<file path="src/rtl/fpadd_arbiter.sv">
// Two-port valid/ready arbiter feeding one shared FP adder pipeline and routing each sum back to its owner.
// Define FPADD_ARB_PRIO_EN for fixed priority (port 0 wins contention); otherwise round-robin.
module fpadd_arbiter #(
  parameter int LAT = 2
) (
  input  logic        clk,
  input  logic        rst_n,
  input  logic        req0_valid,
  output logic        req0_ready,
  input  logic [31:0] req0_a,
  input  logic [31:0] req0_b,
  input  logic        req1_valid,
  output logic        req1_ready,
  input  logic [31:0] req1_a,
  input  logic [31:0] req1_b,
  output logic        dp_valid,
  output logic [31:0] dp_a,
  output logic [31:0] dp_b,
  input  logic [31:0] dp_result,
  output logic        rsp0_valid,
  output logic        rsp1_valid,
  output logic [31:0] rsp_data,
  input  logic        drain,
  output logic        idle
);

  localparam int CW = $clog2(LAT + 2);

  typedef enum logic [1:0] {S_RUN, S_DRAIN, S_STOP} state_e;

  state_e        state_q, state_d;
  logic          grant_en;
  logic          gnt0, gnt1, xfer, retire;
  logic [LAT:0]  vld_pipe_q, own_pipe_q;
  logic [CW-1:0] cnt_q, cnt_d;

  // Arbitration
`ifdef FPADD_ARB_PRIO_EN
  always_comb begin
    gnt0 = req0_valid;
    gnt1 = req1_valid & ~req0_valid;
  end
`else
  logic ptr_q;  // last granted port

  always_comb begin
    gnt0 = req0_valid & (~req1_valid | ptr_q);
    gnt1 = req1_valid & (~req0_valid | ~ptr_q);
  end

  always_ff @(posedge clk or negedge rst_n) begin
    if (!rst_n)    ptr_q <= 1'b1;
    else if (xfer) ptr_q <= req1_ready;
  end
`endif

  assign req0_ready = rst_n & grant_en & gnt0;
  assign req1_ready = rst_n & grant_en & gnt1;
  assign xfer       = req0_ready | req1_ready;
  assign retire     = vld_pipe_q[LAT];

  // Issue register into the shared datapath
  always_ff @(posedge clk or negedge rst_n) begin
    if (!rst_n) begin
      dp_valid <= 1'b0;
      dp_a     <= '0;
      dp_b     <= '0;
    end else begin
      dp_valid <= xfer;
      if (xfer) begin
        dp_a <= req1_ready ? req1_a : req0_a;
        dp_b <= req1_ready ? req1_b : req0_b;
      end
    end
  end

  // Owner tracking: tail lines up with dp_result for the matching issue
  always_ff @(posedge clk or negedge rst_n) begin
    if (!rst_n) begin
      vld_pipe_q <= '0;
      own_pipe_q <= '0;
    end else begin
      vld_pipe_q[0] <= xfer;
      own_pipe_q[0] <= req1_ready;
      for (int i = 1; i <= LAT; i++) begin
        vld_pipe_q[i] <= vld_pipe_q[i-1];
        own_pipe_q[i] <= own_pipe_q[i-1];
      end
    end
  end

  always_ff @(posedge clk or negedge rst_n) begin
    if (!rst_n) begin
      rsp0_valid <= 1'b0;
      rsp1_valid <= 1'b0;
      rsp_data   <= '0;
    end else begin
      rsp0_valid <= retire & ~own_pipe_q[LAT];
      rsp1_valid <= retire &  own_pipe_q[LAT];
      if (retire) rsp_data <= dp_result;
    end
  end

  assign cnt_d = cnt_q + CW'(xfer) - CW'(retire);

  always_ff @(posedge clk or negedge rst_n) begin
    if (!rst_n) cnt_q <= '0;
    else        cnt_q <= cnt_d;
  end

  // FSM: state register / next state / outputs
  always_ff @(posedge clk or negedge rst_n) begin
    if (!rst_n) state_q <= S_RUN;
    else        state_q <= state_d;
  end

  always_comb begin
    state_d = state_q;
    case (state_q)
      S_RUN:   if (drain) state_d = S_DRAIN;
      S_DRAIN: begin
        if (!drain)                          state_d = S_RUN;
        else if (cnt_q == '0 && !retire)     state_d = S_STOP;
      end
      S_STOP:  if (!drain) state_d = S_RUN;
      default: state_d = S_RUN;
    endcase
  end

  // A drain raised this cycle already blocks the grant
  always_comb begin
    grant_en = (state_q == S_RUN) && !drain;
    idle     = (state_q == S_STOP);
  end

endmodule

</file>
<file path="config.mk">
export PLATFORM = sky130hd
export DESIGN_NAME = fpadd_arbiter
export DESIGN_NICKNAME = d
export VERILOG_FILES = /design/src/rtl/fpadd_arbiter.sv
export SDC_FILE = /design/constraint.sdc
export NUM_CORES = 1
export LEC_CHECK = 0
export ABC_AREA = 1
export ABC_CLOCK_PERIOD_IN_PS = 2480
export BUFFER_PORTS_ARGS = -buffer_cell sky130_fd_sc_hd__buf_4
export CAP_MARGIN = 20
export CORE_MARGIN = 4
export CORE_UTILIZATION = 52
export CTS_BUF_LIST = sky130_fd_sc_hd__clkbuf_8
export DETAILED_ROUTE_END_ITERATION = 6
export GPL_ROUTABILITY_DRIVEN = 0
export PLACE_DENSITY = 0.89
export SLEW_MARGIN = 15
export SYNTH_ARGS = -nofsm -noshare
export SYNTH_HDL_FRONTEND = slang
export SYNTH_SLANG_ARGS = --single-unit
</file>
<file path="constraint.sdc">
create_clock -name clk -period 2.48 [get_ports clk]
set_input_delay 0.248 -clock clk [delete_from_list [all_inputs] [get_ports clk]]
set_output_delay 0.248 -clock clk [all_outputs]
set_load 0.01 [all_outputs]
</file>
==> results of run 1 <==
[placed cells by master (no fill, tap or decap), drive strengths merged]
cell,synthesis,routed
buf,40,278
nand2,232,232
nand3,194,194
inv,140,145
dfrtp,108,108
clkbuf,9,9
nor2,6,6
a21oi,2,2
xnor2,2,2
ha,2,2
clkinv,0,2
a311oi,1,1
o21ai,1,1
o31ai,1,1
dfstp,1,1
[through the flow]
stage                     power, uW  cells   util  hold WS, ns
after floorplan                4330    739      -      -0.0476
after global placement         5970   1104  0.731        0.334
after detailed placement       6070   1104  0.731        0.335
after CTS                      7100   1120  0.749      0.00537
after global routing           7470   1120  0.749       0.0475
final                          7040   1120  0.749      0.00378
[final cells by class]
| cell class | instances | area [um2] | area share |
|---|---|---|---|
| Clock buffer | 9 | 124 | 0.0161 |
| Clock inverter | 7 | 55.1 | 0.00715 |
| Inverter | 140 | 526 | 0.0683 |
| Multi-Input combinational cell | 441 | 1980 | 0.257 |
| Sequential cell | 109 | 2730 | 0.355 |
| Tap cell | 136 | 170 | 0.0221 |
| Timing Repair Buffer | 278 | 2110 | 0.274 |
[sequential cells by signal, summed over array words and instances (netlist names)]
name and flops:
rsp1_valid 1, own_pipe_q 3, dp_b 32, rsp0_valid 1, dp_a 32, rsp_data 32
vld_pipe_q 3, state_q 2, cnt_q 2, ptr_q 1
[final timing paths]
check,from,endpoint,slack [ns],cells past startpoint
worst max-delay path,state_q[0],req1_ready,0.44,7
max in group asynchronous,rst_n,vld_pipe_q[1],1.27,3
worst min register to register,vld_pipe_q[1],vld_pipe_q[2],0.35,0
worst min-delay path,rst_n,rsp_data[1],0.004,2
min in group clk,dp_result[23],rsp_data[23],0.08,3
worst max register to register,state_q[1],dp_a[23],0.55,9
[cells by family after synthesis]
kind of cell | Yosys count | synth area share
AO/OA/AOI/OAI | 5 | 0.00707
AND/OR/NAND/NOR | 432 | 0.341
XOR/XNOR | 2 | 0.00319
adder cells (fa/ha/maj) | 2 | 0.00456
buffers and inverters | 189 | 0.147
flip-flops | 109 | 0.497
[worst reg2reg max path, stage by stage (launching register included)]
cell,delay (ns)
dfrtp_1,0.42
inv_2,0.05
nand2_1,0.10
nor2_4,0.05
buf_4,0.20
nand2_4,0.27
buf_12,0.37
nand2_1,0.19
nand3_1,0.11
nand2_1,0.07
[per-layer routing]
metal,vias to the layer above,track usage,share of wire
met5,-,0,0
met4,0,0.106,0.031
met3,36,0.0611,0.085
met2,255,0.411,0.50
met1,2544,0.320,0.38
li1,2733,-,-
[power breakdown]
group | internal, uW | total [uW] | switching (uW)
Sequential | 2540 | 3000 | 463
Clock | 381 | 1020 | 634
Combinational | 1520 | 3020 | 1500
Total | 4440 | 7040 | 2600
==> impl_metrics.tcl, run 1 <==
set metrics [dict create \
    max_freq_ghz 0.490 \
    nFillCells 797 \
    yosys.area.top_type "dfrtp_1" \
    h-tree-depth 3 \
    ys_ff_latch 109 \
    cts_root_buf "clkbuf_8" \
    avgViaCountPerCell 4.97 \
    dpl.hpwl_um 11400 \
    leakagePower_uw 0.00471 \
    pre_cts_slack_ns 0.631 \
    yosysTopAreaCellShare 0.493 \
    netlist_instances 739 \
    wire_per_inst_um 14.2 \
    worst_pin_slew_ns 0.771 \
    max_stage_delay_ns 0.44 \
    crit_fanout 28 \
    worstPathRequired_ns 2.23 \
    grt_setup_unrepaired "no" \
    routed_wl_um 15900 \
    layout-drive-gt1-share 0.307 \
    grt_antenna_before_repair 0 \
    grt_pass1_wl_um 25300 \
    setup_slack_ns 0.439 \
    relSlewSlack 0.486 \
    ctsHoldBuffers 0 \
    cts-buffers-inserted 9 \
    vias 5568 \
    crit_buf_inv 4 \
    end_kind "primary output" \
    finalHoldViolCount 0 \
    drt_iter0_drc 434 \
    pin_count 267 \
    cap_violations 0 \
    grt_pass1_vias 5087 \
    cts_sinks 109 \
    clk_pin_slew_ns 0.11 \
    criticalPathCategory "flip-flop to primary output" \
    cp_cell_sequence "inv_2 > nand2_1 > nor2_4 > buf_4 > nand2_4 > inv_1 > buf_4" \
    powerDensity_nw_per_um2 914 \
    chipHeight_um 111 \
    design_area_um2 7700 \
    cpMostUsedCell "buf_4" \
    final-setup-viol-count 0 \
    syn_area_um2 5490 \
    synthTopCellsByCount "nand2_1 (231), nand3_1 (194), inv_1 (137), dfrtp_1 (108), buf_2 (24)" \
    yosysSeqAreaShare 0.497 \
    core-area_um2 10300 \
    syn2layout_area_growth_pct 40.3 \
    dieArea_um2 12300 \
    clock_latency_ns 0.36 \
    outcome "finished, final reports clean" \
    placed_area_um2 7520 \
    yosysMostFrequentCell "nand2_1" \
    synth_area_leaders "dfrtp_1 (49%), nand3_1 (18%), nand2_1 (16%), inv_1 (9.4%), buf_2 (2.2%)" \
    final_nets 1146 \
    grt_max_degree 104 \
    drv_slew 0 \
    dr.pass1.iters 6 \
    synth_area_per_cell_um2 7.42 \
    ctsResizeCount 0 \
    period_minus_slack_ns 2.04 \
    yosys_warnings 0 \
    post_cts_buffers 0 \
    fin_worst_skew_ns 0.0140 \
    n_antenna_cell 0 \
    ys.flop_type "dfrtp_1" \
    drc 0 \
    path_delay_family "buffers and inverters" \
    cts_tree "built" \
    async_reset_ff_frac 1.00 \
    synth_edf_count 0 \
    fin_setup_tns_ns 0 \
    synth_cell_types 19 \
    syn_nets 906 \
    grt_overflow 0 \
    track_usage 0.251 \
    startpoint_type "flip-flop" \
    ir_drop_v 0.000436 \
    min-delay-path-class "primary input to async pin" \
    start_util 0.534 \
    fin_crit_sh 0.823 \
    port_buffers 266 \
    arrival_ns 1.79 \
    rows 37 \
    final_antenna_net_count 0 \
    clock_path_buffers 2 \
    die_w_um 111 \
    crit_path_top_delay_cell "dfrtp_1" \
]
Note: power is estimated with default switching activity, not from simulation.
==> run 2: changes to the inputs <==
--- a/config.mk
+++ b/config.mk
@@ -6,15 +6,15 @@
 export NUM_CORES = 1
 export LEC_CHECK = 0
 export ABC_AREA = 1
-export ABC_CLOCK_PERIOD_IN_PS = 2480
+export ABC_CLOCK_PERIOD_IN_PS = 1970
 export BUFFER_PORTS_ARGS = -buffer_cell sky130_fd_sc_hd__buf_4
 export CAP_MARGIN = 20
 export CORE_MARGIN = 4
-export CORE_UTILIZATION = 52
+export CORE_UTILIZATION = 48
 export CTS_BUF_LIST = sky130_fd_sc_hd__clkbuf_8
 export DETAILED_ROUTE_END_ITERATION = 6
 export GPL_ROUTABILITY_DRIVEN = 0
-export PLACE_DENSITY = 0.89
+export PLACE_DENSITY = 0.83
 export SLEW_MARGIN = 15
 export SYNTH_ARGS = -nofsm -noshare
 export SYNTH_HDL_FRONTEND = slang
==> constraint.sdc (replaced) <==
create_clock -name clk -period 1.97 [get_ports clk]
set_input_delay 0.197 -clock clk [delete_from_list [all_inputs] [get_ports clk]]
set_output_delay 0.197 -clock clk [all_outputs]
set_load 0.01 [all_outputs]
==> run 2 against run 1 <==
  * Count of clock-buffer cells in the layout is the same
  * Sequential cell count is the same
  * Setup slack lost 0.29 ns
  * Clock skew shrank 0.0039 ns
  * First-iteration DRC count shrank 2.8%
  * Final cell count grew 0.89%
  * Global-route usage shrank 1.8 points
==> impl_metrics.tcl, run 2 (synthesized netlist as in run 1, its figures left out) <==
set metrics [dict create \
    outcome "finished, final reports clean" \
    cap_violations 0 \
    drc 0 \
    leakagePower_uw 0.00474 \
    ir_drop_v 0.000687 \
    ff2ff_setup_slack_ns 0.16 \
    chipHeight_um 115 \
    relSlewSlack 0.619 \
    cts_sinks 109 \
    pwr-share-comb 0.433 \
    dieArea_um2 13200 \
    regArea_um2 2730 \
    reg_top3 "dp_a (32), dp_b (32), rsp_data (32)" \
    avgViaCountPerCell 4.87 \
    dr.max_layer_used "met4" \
    fin_crit_sh 0.925 \
    end_kind "flip-flop" \
    dpl.hpwl_um 11400 \
    clockPowerShare 0.143 \
    setup_slack_ns 0.148 \
    multi_input_area_um2 2000 \
    crit_fanout 54 \
    crit_start "rst_n" \
    worstPathRequired_ns 2.21 \
    rows 38 \
    h-tree-depth 3 \
    post_cts_buffers 0 \
    p_sw_uw 3240 \
    nFillCells 919 \
    fin_worst_skew_ns 0.0101 \
    final-setup-viol-count 0 \
    arrival_ns 2.07 \
    ff2ff_path_depth 7 \
    grt_overflow 0 \
    met2WireLength_um 8010 \
    p_int_uw 5630 \
    dr.pass1.iters 4 \
    startpoint_type "primary input" \
    final_antenna_net_count 0 \
    criticalPathCategory "primary input to flip-flop" \
    hold_depth 3 \
    clock_path_buffers 2 \
    grt_setup_unrepaired "no" \
    timing.hold.ws_ns 0.0278 \
    powerDensity_nw_per_um2 1130 \
    pin_count 267 \
    syn2layout_area_growth_pct 42.5 \
    fin_setup_tns_ns 0 \
    worst_pin_slew_ns 0.571 \
    clk_pin_slew_ns 0.11 \
    p_sw_frac 0.365 \
    min-delay-path-class "primary input to flip-flop" \
    grt_antenna_before_repair 0 \
    met1_length_um 6170 \
    cts-buffers-inserted 9 \
    drv_slew 0 \
    r2r_start "state_q[1]" \
    die_w_um 115 \
    core-area_um2 11000 \
    final_nets 1152 \
    hold_path_end "rsp_data[17]" \
    layout_commonest_cell "buf_4" \
    port_buffers 266 \
    layout-drive-gt1-share 0.311 \
    grt_pass1_wl_um 24900 \
    seqPwrFrac 0.423 \
    start_util 0.497 \
    drt_iter0_drc 422 \
    wire_per_inst_um 14.0 \
    placed_area_um2 7610 \
    min_from "dp_result[17]" \
    cts_tree "built" \
    design_area_um2 7820 \
    grt_max_degree 110 \
    cts_root_buf "clkbuf_8" \
    period_minus_slack_ns 1.82 \
    track_usage 0.233 \
    pre_cts_slack_ns 0.252 \
    n_antenna_cell 0 \
    clock_latency_ns 0.36 \
    max_freq_ghz 0.549 \
    grt_pass1_vias 5041 \
    routed_wl_um 15800 \
    vias 5502 \
    mostFrequentLayoutCells "buf_4 (277), nand2_1 (231), nand3_1 (193)" \
    reg2reg_to "dp_b[5]" \
    route.met3.wl_um 1220 \
    finalHoldViolCount 0 \
]
run 2: cell count changes in the layout (fill, tap and decap cells not counted), sizes merged:
cell,delta
buf,+5
clkinvlp,+2
clkinv,-1
dlygate4sd3,+1
inv,-1
run 2: worst max-delay path, cell delays in order:
cell,delay (ns)
dlygate4sd3_1,0.54
buf_4,0.14
nand2_1,0.08
nor2_4,0.21
buf_4,0.52
nand3_1,0.15
nand3_1,0.13
nand2_1,0.06
run 2: through the flow:
step | utilization | instances | power [uW]
floorplan | - | 739 | 5450
global placement | 0.690 | 1113 | 7570
detailed placement | 0.690 | 1113 | 7660
CTS | 0.707 | 1130 | 8960
global route | 0.709 | 1130 | 9460
finish | 0.709 | 1130 | 8860
run 2: power groups by stage:
stage	clock [uW]	combinational, uW	sequential [uW]
after CTS	1310	3900	3750
after detailed placement	0	3900	3770
after global placement	0	3810	3770
after floorplan	0	1290	4170
final	1270	3840	3750
after global routing	1400	4200	3860
run 2: layout make-up:
class,count,area share
Sequential cell,109,0.349
Timing Repair Buffer,284,0.283
Multi-Input combinational cell,441,0.255
Inverter,140,0.0672
Tap cell,140,0.0224
Clock buffer,9,0.0158
Clock inverter,7,0.00752
run 2: worst max-delay path by stage:
stage / slack (ns) / endpoint / cells after the start
finish: 0.15 / dp_b[5] / 8
global route: 0.003 / dp_a[25] / 7
CTS: 0.03 / req1_ready / 7
detailed placement: 0.25 / dp_b[5] / 7
global placement: 0.33 / dp_a[9] / 7
floorplan: 0.60 / cnt_q[0] / 6
run 2: layer usage:
metal,GRT usage,up-vias
met5,0,-
met4,0.0790,0
met3,0.0474,32
met2,0.392,205
met1,0.303,2522
li1,-,2743
run 2: what timing repair did:
item,in CTS,in global routing
hold buffers,1,0
setup endpoints to repair,0,1
resized for setup,0,3
hold endpoints to repair,108,0
